File: config.mk
export PLATFORM = sky130hd
export DESIGN_NAME = button_debounce
export DESIGN_NICKNAME = d
export VERILOG_FILES = /design/src/rtl/button_pkg.sv /design/src/rtl/sync_2ff.sv /design/src/rtl/button_debounce.sv
export SDC_FILE = /design/constraint.sdc
export NUM_CORES = 1
export LEC_CHECK = 0
export CAP_MARGIN = 20
export CORE_UTILIZATION = 50
export CTS_BUF_LIST = sky130_fd_sc_hd__clkbuf_4 sky130_fd_sc_hd__clkbuf_8
export DETAILED_ROUTE_END_ITERATION = 10
export PLACE_DENSITY = 0.7
export SLEW_MARGIN = 20
export SYNTH_ARGS = -nofsm -noshare
export SYNTH_HDL_FRONTEND = slang
export SYNTH_SLANG_ARGS = --single-unit
File: constraint.sdc
create_clock -name clk -period 2.56 [get_ports clk]
set_clock_uncertainty 0.1 [all_clocks]
set_input_delay 0.768 -clock clk [delete_from_list [all_inputs] [get_ports clk]]
set_output_delay 0.768 -clock clk [all_outputs]
set_load 0.005 [all_outputs]
File: src/rtl/button_pkg.sv
// Shared types and sizing helpers for the push-button conditioning path.
package button_pkg;

   typedef enum logic [1:0] {
      IDLE         = 2'd0,
      PRESS_WAIT   = 2'd1,
      PRESSED      = 2'd2,
      RELEASE_WAIT = 2'd3
   } btn_state_t;

   // Counter width wide enough for the larger of the debounce and hold spans.
   function automatic int cnt_width(input int deb, input int hold);
      int span;
      if (deb > hold) begin
         span = deb;
      end else begin
         span = hold;
      end
      return $clog2(span + 1);
   endfunction

endpackage

File: src/rtl/sync_2ff.sv
// Two-flop synchroniser for asynchronous pin inputs, synchronous reset to 0.
module sync_2ff (
   input  logic clk,
   input  logic rst,
   input  logic d,
   output logic q
);

   logic s1_r;
   logic s2_r;

   // Metastability filter: first flop may go metastable, second one settles.
   always_ff @(posedge clk) begin
      if (rst) begin
         s1_r <= 1'b0;
         s2_r <= 1'b0;
      end else begin
         s1_r <= d;
         s2_r <= s1_r;
      end
   end

   assign q = s2_r;

endmodule

File: src/rtl/button_debounce.sv
// Debounces a raw push-button into level, press/release pulses and a one-shot hold event.
// The release pulse port is named release_pulse because "release" is a reserved word.
module button_debounce
   import button_pkg::*;
#(
   parameter int DEB        = 240000,
   parameter int HOLD       = 12000000,
   parameter bit ACTIVE_LOW = 1'b0
) (
   input  logic clk,
   input  logic rst,
   input  logic button_in,
   output logic level,
   output logic press,
   output logic release_pulse,
   output logic hold
);

   localparam int W = cnt_width(DEB, HOLD);
   localparam logic [W-1:0] ZERO      = W'(0);
   localparam logic [W-1:0] ONE       = W'(1);
   localparam logic [W-1:0] DEB_LAST  = W'(DEB - 1);
   localparam logic [W-1:0] HOLD_LAST = W'(HOLD - 1);
   localparam logic [W-1:0] HOLD_MAX  = W'(HOLD);

   logic       b_s;
   logic       s2_s;
   btn_state_t state_r, state_s;
   logic [W-1:0] cnt_r, cnt_s;
   logic [W-1:0] hcnt_r, hcnt_s;
   logic       hdone_r, hdone_s;
   logic       level_r, level_s;
   logic       press_r, press_s;
   logic       release_r, release_s;
   logic       hold_r, hold_s;
   logic       holding_s;
   logic       hold_due_s;

   assign b_s = button_in ^ ACTIVE_LOW;

   sync_2ff u_sync (
      .clk (clk),
      .rst (rst),
      .d   (b_s),
      .q   (s2_s)
   );

   // Next-state, counters and output pulses.
   always_comb begin
      state_s   = state_r;
      cnt_s     = cnt_r;
      hcnt_s    = hcnt_r;
      hdone_s   = hdone_r;
      level_s   = level_r;
      press_s   = 1'b0;
      release_s = 1'b0;
      hold_s    = 1'b0;

      holding_s  = (state_r == PRESSED) || (state_r == RELEASE_WAIT);
      hold_due_s = holding_s && (hcnt_r == HOLD_LAST) && !hdone_r;

      // Release bounces keep counting so hold timing is measured from the press.
      if (holding_s && (hcnt_r < HOLD_MAX)) begin
         hcnt_s = hcnt_r + ONE;
      end else begin
         hcnt_s = hcnt_r;
      end

      case (state_r)
         IDLE: begin
            if (s2_s) begin
               state_s = PRESS_WAIT;
               cnt_s   = ONE;
            end else begin
               state_s = IDLE;
            end
         end
         PRESS_WAIT: begin
            if (!s2_s) begin
               state_s = IDLE;
               cnt_s   = ZERO;
            end else if (cnt_r == DEB_LAST) begin
               state_s = PRESSED;
               press_s = 1'b1;
               level_s = 1'b1;
               hcnt_s  = ZERO;
               hdone_s = 1'b0;
            end else begin
               cnt_s = cnt_r + ONE;
            end
         end
         PRESSED: begin
            if (!s2_s) begin
               state_s = RELEASE_WAIT;
               cnt_s   = ONE;
            end else begin
               state_s = PRESSED;
            end
         end
         RELEASE_WAIT: begin
            if (s2_s) begin
               state_s = PRESSED;
               cnt_s   = ZERO;
            end else if (cnt_r == DEB_LAST) begin
               state_s   = IDLE;
               release_s = 1'b1;
               level_s   = 1'b0;
            end else begin
               cnt_s = cnt_r + ONE;
            end
         end
         default: begin
            state_s = IDLE;
            cnt_s   = ZERO;
            level_s = 1'b0;
         end
      endcase

      // An accepted release on the hold edge consumes the hold for this press.
      if (hold_due_s) begin
         hdone_s = 1'b1;
         hold_s  = !release_s;
      end else begin
         hold_s = 1'b0;
      end
   end

   // State and registered outputs.
   always_ff @(posedge clk) begin
      if (rst) begin
         state_r   <= IDLE;
         cnt_r     <= ZERO;
         hcnt_r    <= ZERO;
         hdone_r   <= 1'b0;
         level_r   <= 1'b0;
         press_r   <= 1'b0;
         release_r <= 1'b0;
         hold_r    <= 1'b0;
      end else begin
         state_r   <= state_s;
         cnt_r     <= cnt_s;
         hcnt_r    <= hcnt_s;
         hdone_r   <= hdone_s;
         level_r   <= level_s;
         press_r   <= press_s;
         release_r <= release_s;
         hold_r    <= hold_s;
      end
   end

   assign level         = level_r;
   assign press         = press_r;
   assign release_pulse = release_r;
   assign hold          = hold_r;

endmodule

# ---- Word-level counts from Yosys, hierarchy flattened
# Index checks and enable logic that the tools add are counted.
dict set report classes {
  n_shift 0
  order_cmp 1
  n_div 0
  add_sub_neg 2
  n_reduce_logical 17
  n_mux 28
  n_bitwise 3
  eq_ne 13
  n_mul 0
}
# cell n
set op_table {}
lappend op_table {{$mux W24} 9}
lappend op_table {{$pmux W24 S4} 1}
lappend op_table {{$add A24 B1 Y24 const B} 2}
lappend op_table {{$eq A24 B18 Y1 const B} 1}
lappend op_table {{$eq A24 B24 Y1 const B} 1}
lappend op_table {{$lt A24 B24 Y1 const B} 1}
lappend op_table {{$mux W1} 12}
lappend op_table {{$mux W2} 4}
lappend op_table {{$pmux W2 S4} 1}
lappend op_table {{$reduce_bool A2 Y1} 4}
lappend op_table {{$ne A2 B1 Y1 const B} 3}
lappend op_table {{$ne A2 B2 Y1 const B} 3}
lappend op_table {{$reduce_and A5 Y1} 1}
lappend op_table {{$eq A2 B2 Y1 const B} 2}
lappend op_table {{$reduce_and A2 Y1} 2}
lappend op_table {{$logic_and A1 B1 Y1} 3}
lappend op_table {{$ne A3 B1 Y1 const B} 1}
lappend op_table {{$ne A3 B3 Y1 const B} 1}
lappend op_table {{$not A1 Y1} 3}
lappend op_table {{$reduce_and A3 Y1} 1}
lappend op_table {{$reduce_or A3 Y1} 1}
lappend op_table {{$eq A2 B1 Y1 const B} 1}
lappend op_table {{$logic_not A1 Y1} 2}
lappend op_table {{$logic_not A2 Y1} 1}
lappend op_table {{3 further kinds} 3}
dict set report word_totals {
  mem_count 0
  elab_cells 74
  mem_bits_ro 0
  ram_bits 0
  latchBits 0
  regBits 57
}

# ---- Longest topological paths before layout
dict set report logic_depth {
  word_depth 7
  depth_mapped 8
  mapped_depth_nobuf 6
}

# ---- Cells and area by module
# A second synthesis with hierarchy kept.
dict set report hier_totals {
  cells_unflattened 355
  area_unflattened_um2 2964.1
}
# mod cells_each instances seq_area_each_um2 area_per_inst_um2
set modules_own_cells {}
lappend modules_own_cells {button_debounce 351 1 1101.1 2911.5}
lappend modules_own_cells {sync_2ff 4 1 40.0 52.6}

# ---- Least setup slack after synthesis
# OpenSTA, ideal clock, no wires.
dict set report synth_path {
  kind {input to register}
  startpoint {input rst}
  endpoint {register cnt_r[17]}
  arrival_time_ns 1.956
  required_ns 2.376
  setup_time_ns 0.084
  n_path_buf 2
  cell_stages 5
  slack_ns 0.420
  cell_sequence {clkbuf_1 > or3_1 > buf_6 > or3_4 > o31ai_2}
}
# item line
set synth_rtl {}
lappend synth_rtl {{start, declared} button_debounce.sv:11} ;# input logic rst,
lappend synth_rtl {{end signal, assigned} button_debounce.sv:141} ;# cnt_r <= cnt_s;
lappend synth_rtl {{end, declared} button_debounce.sv:29} ;# logic [W-1:0] cnt_r, cnt_s;

==> metrics <==
status=completed; Worst-path clk slew=0.06 ns; post-synth top area share=37.44%; cell row count=28; endpoint with the worst hold slack=u_sync.q$_SDFF_PP0_; root buffer cell=clkbuf_8; quantity of gates resized following cts=0; path type of the worst setup path=input pin to register; ant diodes=0; worst hold stages=1; end of the worst register-to-register path=hcnt_r[19]$_SDFF_PP0_; proportion of layout cells with a drive suffix above 1=11.48%; fill count=533; CP cell instances=clkdlybuf4s50_1, buf_12, nor2_1, nor2_1, buf_4, nor2_1; CTS tree=yes; max capacitance violation total=0; count of hold-fix buffers inserted at cts=0; Critical Path RT=2.73 ns; count of port buffers added during placement=6; number of warnings printed during yosys synthesis=0; Worst path max stage delay=~0.51 ns; area of the die=6412 sq um; Detailed Place HPWL=slightly above 5 mm; Pins Over Slew Limit=0; antenna violations before repair=0; floorplan core area=5886 sq um; Avg WL per Cell=15.17 microns; Final Instance Count excl. Fillers=467; vias after detailed routing=around 2900; FMAX=0.4592 GHz; list of most frequent post-synthesis cells=57 x dfxtp_1, 35 x nand2_1, 29 x a21oi_1, 23 x nor2_1, 20 x nand3_1; Placed Cells incl. Taps=roughly 450; ports placed on the boundary=7; slowest stage cell, crit path=clkdlybuf4s50_1; Synth Area per Inst=between 8 and 9 sq um; Placer Congestion=0.8781; worst path bufs/invs=3; Cells after Synth=368; TritonRoute pass-1 iters=5; Critical Path AT=around 2.4 ns; post-synthesis to final-layout area growth=14.04%; cell taking the most area after synthesis=dfxtp_1; post-route clock period utilization=85.07%; average via count per standard cell=between 6 and 7; measured slew at the worst slew-check pin=0.7829 ns; Lkg Pwr=1.164 nW; worst min-delay path category=register to register; Num Clock Sinks=57; buffer count from post-CTS setup fixing=0; total congestion overflow after global routing=0; net count of the mapped netlist=373; family with the most delay on the worst path=buffers and inverters; share of synthesized area occupied by flip-flops and latches=37.44%; number of different library cells in the post-synthesis netlist=56; Layout Cell Area excl Fill=3476 sq um; #FFs+latches synth=57; GRT Total Usage=between 20% and 30%; highest ir drop seen on vdd=0.3549 mV; largest fanout on the critical path=26; number of nets still failing antenna checks after routing=0; final core occ=59.06%; CTS buffer count=9; Worst R2R Path Depth=5; unrepaired setup endpoints after global routing=no; clock latency on the worst-skew pair=around 0.33 ns; initial core utilization=51.79%; Slew HR=47.65%; Die Ht=80.08 microns; Worst setup EP type=register; Final TNS setup=0 ns; number of global-route vias before repair=2531; cell area after placement=3261 sq um; count of flip-flops with a built-in enable after synthesis=0; worst-case clock buffer depth=2; post-layout total power=1.858 mW; cell type with the highest occurrence count on the critical path=nor2_1; H-tree levels=3; most repeated cell in the gate-level netlist after synthesis=dfxtp_1; Power Dens Cells=534.7 nW/um^2; Final Hold Fails=0; reg2reg setup slack=0.38 ns; kind of start point of the critical path=input pin; post-route minimum period=roughly 2.2 ns; global-route wire length before repair=~12 mm; Area contributors post-synth=dfxtp_1 37%, a21oi_1 4.8%, nand2_1 4.3%, nand3_1 3.3%, o21ai_0 3.1%; ys flop type=dfxtp_1; maximum number of pins on one net before global-route repair=27; Async S/R FF share, synth=0%; Finish-stage setup viols=0; drt total wl=7.086 mm; initial drt markers=about 200; fin nets=around 400; Worst Hold Launch=u_sync.s1_r$_SDFF_PP0_; x dimension of the die=approximately 80 microns; Netlist Area Pre-Place=3048 sq um; final routed DRC violation total=0
## how the worst max path moves through the flow
| stage | from | end | slack, ns | depth (start not counted) |
|---|---|---|---|---|
| 5_1_grt | register | hcnt_r[19]$_SDFF_PP0_ | 0.19 | 5 |
| 4_1_cts | register | hcnt_r[19]$_SDFF_PP0_ | 0.40 | 5 |
| 6_report | rst | cnt_r[23]$_SDFFE_PP0P_ | 0.38 | 6 |
| 2_1_floorplan | rst | cnt_r[17]$_SDFFE_PP0P_ | 0.42 | 5 |
| 3_5_place_dp | rst | cnt_r[23]$_SDFFE_PP0P_ | 0.06 | 6 |
| 3_3_place_gp | rst | cnt_r[20]$_SDFFE_PP0P_ | 0.11 | 6 |
## flip-flops by register name, indices dropped and copies added, names as in the netlist, named ones only
| register | count |
|---|---|
| hcnt_r | 24 |
| u_sync.s1_r | 1 |
| cnt_r | 24 |
| level | 1 |
| hdone_r | 1 |
| state_r | 1 |
| hold | 1 |
| u_sync.q | 1 |
| release_pulse | 1 |
| press | 1 |
## logic make-up after synthesis
| group | after synthesis | share of synthesized area, % |
|---|---|---|
| and+or+nand+nor | 175 | 32.80 |
| DFF | 57 | 37.44 |
| AOI/OAI and AO/OA | 90 | 19.62 |
| buffers and inverters | 28 | 4.269 |
| xor gates and xnor gates | 11 | 3.407 |
| adders and majority gates | 2 | 0.8209 |
| muxes | 5 | 1.642 |
## cell usage in the layout, fill, tap and decap left out, types with 3 or more instances in the layout
cell type and instances:
a21oi_1 29, a31oi_1 7, and2_1 5, and3_1 12
and4_1 8, buf_4 16, clkbuf_8 12, clkdlybuf4s50_1 6
dfxtp_1 57, inv_1 13, mux2i_1 5, nand2_1 35
nand2b_1 3, nand3_1 20, nand4_1 9, nand4b_1 3
nor2_1 23, nor2b_1 3, nor3_1 10, nor4_1 7
o211ai_1 3, o21ai_0 19, o31ai_1 10, o41ai_1 4
or2_2 3, or3_1 12, or4_1 10, xnor2_1 6
xor2_1 4
## layer usage
| layer | vias up | track usage [%] | part of all wire, % |
|---|---|---|---|
| met5 | - | 0 | 0 |
| met4 | 0 | 10.54 | 1.8 |
| met3 | 11 | 3.523 | 6.1 |
| met2 | 100 | 34.10 | 41 |
| met1 | 1340 | 36.13 | 51 |
| li1 | 1429 | - | - |
## worst reg2reg max path, cell delays in order, from the launching register on
cell and delay [ns]:
dfxtp_1 0.44, a21bo_2 0.28, a31oi_4 0.17, o211ai_2 0.36
or4_1 0.61, a21oi_1 0.16
## area by class of cell
cell class	count	area, sq um	area share (%)
flip-flops and latches	57	1141	32.83
inverters	13	48.80	1.404
repair buffers	23	200.2	5.760
clock inverters	2	35.03	1.008
well taps	75	93.84	2.700
multi-input cells	283	1777	51.12
clock buffers	14	180.2	5.184
## through the flow
step / hold slack, ns / setup slack [ns]
5_1_grt: 0.3612 / 0.1885
3_5_place_dp: 0.3330 / 0.06231
6_report: 0.3454 / 0.3823
4_1_cts: 0.3440 / 0.3978
2_1_floorplan: 0.3138 / 0.4197
3_3_place_gp: 0.3320 / 0.1083
## power breakdown
group | switching, mW | internal (mW)
sequential | 0.00643 | 0.893
combinational | 0.0357 | 0.0265
clock | 0.347 | 0.550
(Power assumes the default switching activity.)
